[src/rtl/control_pkg.sv]
// Shared constants for the user-control front end: button indices and default timing.
package control_pkg;

  localparam int BTN_REC  = 0;
  localparam int BTN_PLAY = 1;
  localparam int BTN_MIX  = 2;
  localparam int BTN_STOP = 3;
  localparam int N_BTN    = 4;

  localparam int DEF_SYNC_STAGES     = 2;
  localparam int DEF_DEBOUNCE_CYCLES = 500000;
  localparam int DEF_HOLD_CYCLES     = 50000000;
  localparam int DEF_N_SW            = 18;

  // One width serves both debounce and hold counters so neither can wrap.
  function automatic int cnt_width(input int a, input int b);
    return $clog2(((a > b) ? a : b) + 1);
  endfunction

endpackage

[src/rtl/debounce_channel.sv]
// One button: synchroniser, debounce counter, registered press/release pulses and a
// single long-hold pulse per press.
module debounce_channel
  import control_pkg::*;
#(
  parameter int SYNC_STAGES     = DEF_SYNC_STAGES,
  parameter int DEBOUNCE_CYCLES = DEF_DEBOUNCE_CYCLES,
  parameter int HOLD_CYCLES     = DEF_HOLD_CYCLES
) (
  input  logic i_clk,
  input  logic i_rst,
  input  logic i_raw,
  output logic o_level,
  output logic o_press,
  output logic o_release,
  output logic o_hold
);

  localparam int CW = cnt_width(DEBOUNCE_CYCLES, HOLD_CYCLES);
  localparam logic [CW-1:0] DB_LAST   = CW'(DEBOUNCE_CYCLES - 1);
  localparam logic [CW-1:0] HOLD_LAST = CW'(HOLD_CYCLES - 1);
  localparam logic [CW-1:0] HOLD_SAT  = CW'(HOLD_CYCLES);

  logic [SYNC_STAGES-1:0] sync_q;
  logic                   sync;
  logic [CW-1:0]          cnt;
  logic [CW-1:0]          hcnt;

  assign sync = sync_q[SYNC_STAGES-1];

  always_ff @(posedge i_clk or posedge i_rst) begin
    if (i_rst) begin
      sync_q <= '0;
    end else begin
      sync_q <= {sync_q[SYNC_STAGES-2:0], i_raw};
    end
  end

  always_ff @(posedge i_clk or posedge i_rst) begin
    if (i_rst) begin
      cnt       <= '0;
      o_level   <= 1'b0;
      o_press   <= 1'b0;
      o_release <= 1'b0;
    end else begin
      o_press   <= 1'b0;
      o_release <= 1'b0;
      if (sync == o_level) begin
        cnt <= '0;
      end else if (cnt == DB_LAST) begin
        o_level   <= sync;
        o_press   <= sync;
        o_release <= ~sync;
        cnt       <= '0;
      end else begin
        cnt <= cnt + CW'(1);
      end
    end
  end

  // hcnt parks at HOLD_CYCLES after firing so the pulse cannot repeat within one press.
  always_ff @(posedge i_clk or posedge i_rst) begin
    if (i_rst) begin
      hcnt   <= '0;
      o_hold <= 1'b0;
    end else begin
      o_hold <= 1'b0;
      if (!o_level) begin
        hcnt <= '0;
      end else if (hcnt == HOLD_LAST) begin
        o_hold <= 1'b1;
        hcnt   <= HOLD_SAT;
      end else if (hcnt < HOLD_LAST) begin
        hcnt <= hcnt + CW'(1);
      end
    end
  end

endmodule

[src/rtl/input_event_conditioner.sv]
// Conditions the four command buttons (onboard keys or gpio) and the slide switches
// into clean levels, one-cycle event pulses and a debounced switch vector.
module input_event_conditioner
  import control_pkg::*;
#(
  parameter int SYNC_STAGES     = DEF_SYNC_STAGES,
  parameter int DEBOUNCE_CYCLES = DEF_DEBOUNCE_CYCLES,
  parameter int HOLD_CYCLES     = DEF_HOLD_CYCLES,
  parameter int N_SW            = DEF_N_SW
) (
  input  logic            i_clk,
  input  logic            i_rst,
  input  logic [3:0]      i_key,
  input  logic [11:0]     i_gpio,
  input  logic [N_SW-1:0] i_sw,
  input  logic            i_src_gpio,
  output logic [3:0]      o_key_level,
  output logic [3:0]      o_key_press,
  output logic [3:0]      o_key_release,
  output logic [3:0]      o_key_hold,
  output logic [N_SW-1:0] o_sw_stable,
  output logic            o_sw_changed
);

  localparam int CW = cnt_width(DEBOUNCE_CYCLES, HOLD_CYCLES);
  localparam logic [CW-1:0] DB_LAST = CW'(DEBOUNCE_CYCLES - 1);

  logic [N_BTN-1:0] key_raw;
  logic             gpio_unused;

  assign gpio_unused = ^i_gpio[7:0];

  // Source select and polarity fix happen before synchronisation, so a source swap is
  // debounced like any other input change.
  always_comb begin
    key_raw           = '0;
    key_raw[BTN_REC]  = i_src_gpio ? i_gpio[11] : ~i_key[BTN_REC];
    key_raw[BTN_PLAY] = i_src_gpio ? i_gpio[10] : ~i_key[BTN_PLAY];
    key_raw[BTN_MIX]  = i_src_gpio ? i_gpio[9]  : ~i_key[BTN_MIX];
    key_raw[BTN_STOP] = i_src_gpio ? i_gpio[8]  : ~i_key[BTN_STOP];
  end

  for (genvar k = 0; k < N_BTN; k++) begin : g_key
    debounce_channel #(
      .SYNC_STAGES    (SYNC_STAGES),
      .DEBOUNCE_CYCLES(DEBOUNCE_CYCLES),
      .HOLD_CYCLES    (HOLD_CYCLES)
    ) u_chan (
      .i_clk    (i_clk),
      .i_rst    (i_rst),
      .i_raw    (key_raw[k]),
      .o_level  (o_key_level[k]),
      .o_press  (o_key_press[k]),
      .o_release(o_key_release[k]),
      .o_hold   (o_key_hold[k])
    );
  end

  logic [SYNC_STAGES-1:0][N_SW-1:0] sw_pipe;
  logic [N_SW-1:0]                  sw_sync;
  logic                             sw_moving;
  logic [CW-1:0]                    sw_cnt;

  // The last stage is the previous-cycle copy of the stage before it, so comparing the
  // two flags a vector change without an extra history register.
  assign sw_sync   = sw_pipe[SYNC_STAGES-1];
  assign sw_moving = (sw_pipe[SYNC_STAGES-2] != sw_sync);

  always_ff @(posedge i_clk or posedge i_rst) begin
    if (i_rst) begin
      sw_pipe <= '0;
    end else begin
      sw_pipe <= {sw_pipe[SYNC_STAGES-2:0], i_sw};
    end
  end

  always_ff @(posedge i_clk or posedge i_rst) begin
    if (i_rst) begin
      sw_cnt       <= '0;
      o_sw_stable  <= '0;
      o_sw_changed <= 1'b0;
    end else begin
      o_sw_changed <= 1'b0;
      if (sw_moving || (sw_sync == o_sw_stable)) begin
        sw_cnt <= '0;
      end else if (sw_cnt == DB_LAST) begin
        o_sw_stable  <= sw_sync;
        o_sw_changed <= 1'b1;
        sw_cnt       <= '0;
      end else begin
        sw_cnt <= sw_cnt + CW'(1);
      end
    end
  end

endmodule

[config.mk]
export PLATFORM = sky130hd
export DESIGN_NAME = input_event_conditioner
export DESIGN_NICKNAME = d
export VERILOG_FILES = /design/src/rtl/control_pkg.sv /design/src/rtl/debounce_channel.sv /design/src/rtl/input_event_conditioner.sv
export SDC_FILE = /design/constraint.sdc
export NUM_CORES = 1
export LEC_CHECK = 0
export ABC_CLOCK_PERIOD_IN_PS = 13200
export CORE_ASPECT_RATIO = 2
export CORE_MARGIN = 2
export CORE_UTILIZATION = 46
export CTS_CLUSTER_DIAMETER = 60
export DETAILED_ROUTE_END_ITERATION = 10
export PLACE_DENSITY = 0.66
export SYNTH_ARGS = -nofsm -noshare
export SYNTH_HDL_FRONTEND = slang
export SYNTH_SLANG_ARGS = --single-unit
[constraint.sdc]
create_clock -name i_clk -period 13.2 [get_ports i_clk]
set_clock_uncertainty 0.05 [all_clocks]
set_input_delay 3.96 -clock i_clk [delete_from_list [all_inputs] [get_ports i_clk]]
set_output_delay 3.96 -clock i_clk [all_outputs]
set_load 0.03 [all_outputs]
==> impl_metrics.ini <==
[synthesis]
async_reset_ff_frac = 1.00
synthCells = 1495
syn_area_per_cell_sq_um = 9.99
yosysTopAreaCellShare = 0.525
synth_nets = 1541
ys.flop_type = dfrtp_1
synth_edf_count = 0
syn_area_sq_um = 14900
ys_seq_elements = 313
synth_warnings = 0
synth_top_area_cell = dfrtp_1
synthTopCellsByArea = dfrtp_1 52%, xor2_1 7.2%, nor2_1 6.4%
synth_cell_types = 66
yosysSeqAreaShare = 0.525

[sta]
finalSetupViolations = 0
slew_viol_final = 0
fin_ws_ps = 7130
slew_headroom = 0.150
worst_slew_pin_slew_ps = 1270
clock.fmax_mhz = 165
min_period_over_period = 0.460
hold_violations = 0
tns_ps = 0
period_minus_slack_ps = 6070
rsz0062_at_grt = no

[floorplan]
core_area_sq_um = 32100
start_util = 0.465
rows = 93
fp.dieArea_sq_um = 34000
die_x_um = 131
io_pins = 72
die-height_um = 259

[placement]
place_inst = 1928
io_buffers = 63
dp_slack_ps = 6990
post-dp-hpwl_um = 21000
gp_congestion = 0.841

[clock_network]
insertion_delay_ps = 570
postCtsSetupRepairBufs = 0
post_cts_resized = 0
cts_buffers = 29
postCtsHoldBufs = 0
clock-root-buffer = clkbuf_16
path_clk_slew_ps = 60
cts.sinks = 313
h-tree-depth = 1
tritoncts = built
clockBufferDepth = 3

[setup_path]
crit_arrival_ps = 2060
crit_fanout = 22
worst_path_max_delay_cell = clkdlybuf4s50_1
reg2reg_slack_ps = 10440
crit_family = buffers and inverters
required_ps = 9190
critPathKind = reg -> out
cp-start-kind = register
crit_path_cell_trace = clkdlybuf4s50_1
crit_path_max_incr_delay_ps = 790
cp-end-kind = primary output
cp_num_buf_inv = 1

[power]
p_sw_frac = 0.216
pwr-share-clk = 0.459
p_switching_uw = 412
p_int_mw = 1.49
pwr-share-comb = 0.027
power_density_nw_per_um2 = 113
power_leakage_nw = 6.82
vdd_drop_max_v = 0.000102
seqPwrFrac = 0.515

[route]
vias_per_cell = 5.38
drt_iter0_markers = 519
first_pass_iters = 4
drc = 0
routed_wl_um = 30500
wl_per_cell_um = 15.4
ant_nets = 0
vias = 10700

[cells_and_area]
antenna_cells = 0
final_common_cell = dfrtp_1
fillers = 3001
final_cell_mix = 313 x dfrtp_1, 255 x nor2_1, 122 x xor2_1
areaGrowthSynthToFinish_pct = 12.6
stdcell_count = 1980
fin_nets = 1578
drive_above_1_share = 0.0612

[grt]
grt_pass1_vias = 11200
grt_usage = 0.185
grt_max_degree = 160
grt.overflow.total = 0
grt_first_pass_wirelength_um = 53000
antenna_found_initial = 0

[run]
cap_violations = 0

[worst_hold_path]
hold_path_class = reg -> reg

[run_status]
status = completed
-- through the flow --
step | utilization | area, sq um | hold WS (ps) | total power [mW]
after floorplan | - | 14900 | 281 | 1.03
after CTS | 0.523 | 16800 | 316 | 1.94
after detailed placement | 0.493 | 15800 | 301 | 1.05
final | 0.523 | 16800 | 313 | 1.91
after global placement | 0.493 | 15800 | 284 | 1.05
after global routing | 0.523 | 16800 | 320 | 1.98
-- logic make-up after synthesis --
group | synth area share
and+or+nand+nor | 0.245
adders and majority gates | 0.00754
xor gates and xnor gates | 0.134
buffers and inverters | 0.0290
muxes | 0.0179
AOI/OAI and AO/OA | 0.0413
DFF | 0.525
-- final cells by class --
class / instances / area [sq um] / area share
clock buffer: 39 / 803 / 0.0478
sequential: 313 / 7830 / 0.466
clock inverter: 13 / 178 / 0.0106
timing repair buffer: 66 / 666 / 0.0396
tap: 427 / 534 / 0.0318
multi-input combinational: 1090 / 6670 / 0.397
inverter: 32 / 128 / 0.00759
-- power groups by stage --
stage / clock network [mW] / logic, mW / registers [mW]
2_1_floorplan: 0 / 0.0347 / 0.996
3_3_place_gp: 0 / 0.0531 / 0.998
3_5_place_dp: 0 / 0.0536 / 0.998
4_1_cts: 0.904 / 0.0538 / 0.980
5_1_grt: 0.935 / 0.0597 / 0.981
6_report: 0.874 / 0.0511 / 0.980
-- routing by layer --
metal | share of wire | up-vias | track usage
met1 | 0.38 | 5273 | 0.199
met4 | 0.035 | 0 | 0.0821
li1 | - | 5170 | -
met2 | 0.56 | 142 | 0.361
met3 | 0.025 | 71 | 0.0190
met5 | 0 | - | 0
-- Yosys cell counts (all sizes together) (3+ instances only) --
| master | count |
|---|---|
| a211oi | 7 |
| a21boi | 3 |
| a21oi | 25 |
| a31oi | 4 |
| and2 | 20 |
| and3 | 37 |
| and4 | 23 |
| buf | 23 |
| clkbuf | 36 |
| dfrtp | 313 |
| ha | 9 |
| inv | 32 |
| mux2 | 22 |
| nand2 | 101 |
| nand2b | 5 |
| nand3 | 106 |
| nand4 | 62 |
| nor2 | 256 |
| nor2b | 6 |
| nor3 | 34 |
| nor3b | 9 |
| nor4 | 32 |
| nor4b | 7 |
| o211ai | 3 |
| o21a | 3 |
| o21ai | 30 |
| or2 | 8 |
| or3 | 17 |
| or4 | 4 |
| xnor2 | 107 |
| xor2 | 122 |
-- path summary, 6_finish.rpt --
check                                     startpoint                        end  cells past startpoint
max                          g_key[1].u_chan.o_level             o_key_level[1]                      1
max reg2reg                 g_key[0].u_chan.hcnt[11]   g_key[0].u_chan.hcnt[23]                      6
max in group asynchronous                      i_rst     g_key[1].u_chan.cnt[8]                      3
min reg2reg                g_key[0].u_chan.sync_q[0]  g_key[0].u_chan.sync_q[1]                      0
min in group asynchronous                      i_rst    g_key[3].u_chan.cnt[13]                      2
min                        g_key[0].u_chan.sync_q[0]  g_key[0].u_chan.sync_q[1]                      0
-- sequential cells by signal, summed over array words and instances (netlist names) --
name	flops
g_key.u_chan.o_hold	4
g_key.u_chan.o_release	4
o_sw_changed	1
g_key.u_chan.o_press	4
g_key.u_chan.o_level	4
sw_sync	18
g_key.u_chan.hcnt	104
sw_pipe	18
o_sw_stable	18
g_key.u_chan.cnt	104
sw_cnt	26
g_key.u_chan.sync_q	8
-- worst reg2reg max path: stages (launching register included) --
cell      delay [ps]
dfrtp_1          460
nor4_1           360
o211ai_1         140
o211ai_1        1000
nand3_1          290
nor4_1           240
o21bai_1         140
Power figures use the tool's default switching activity.
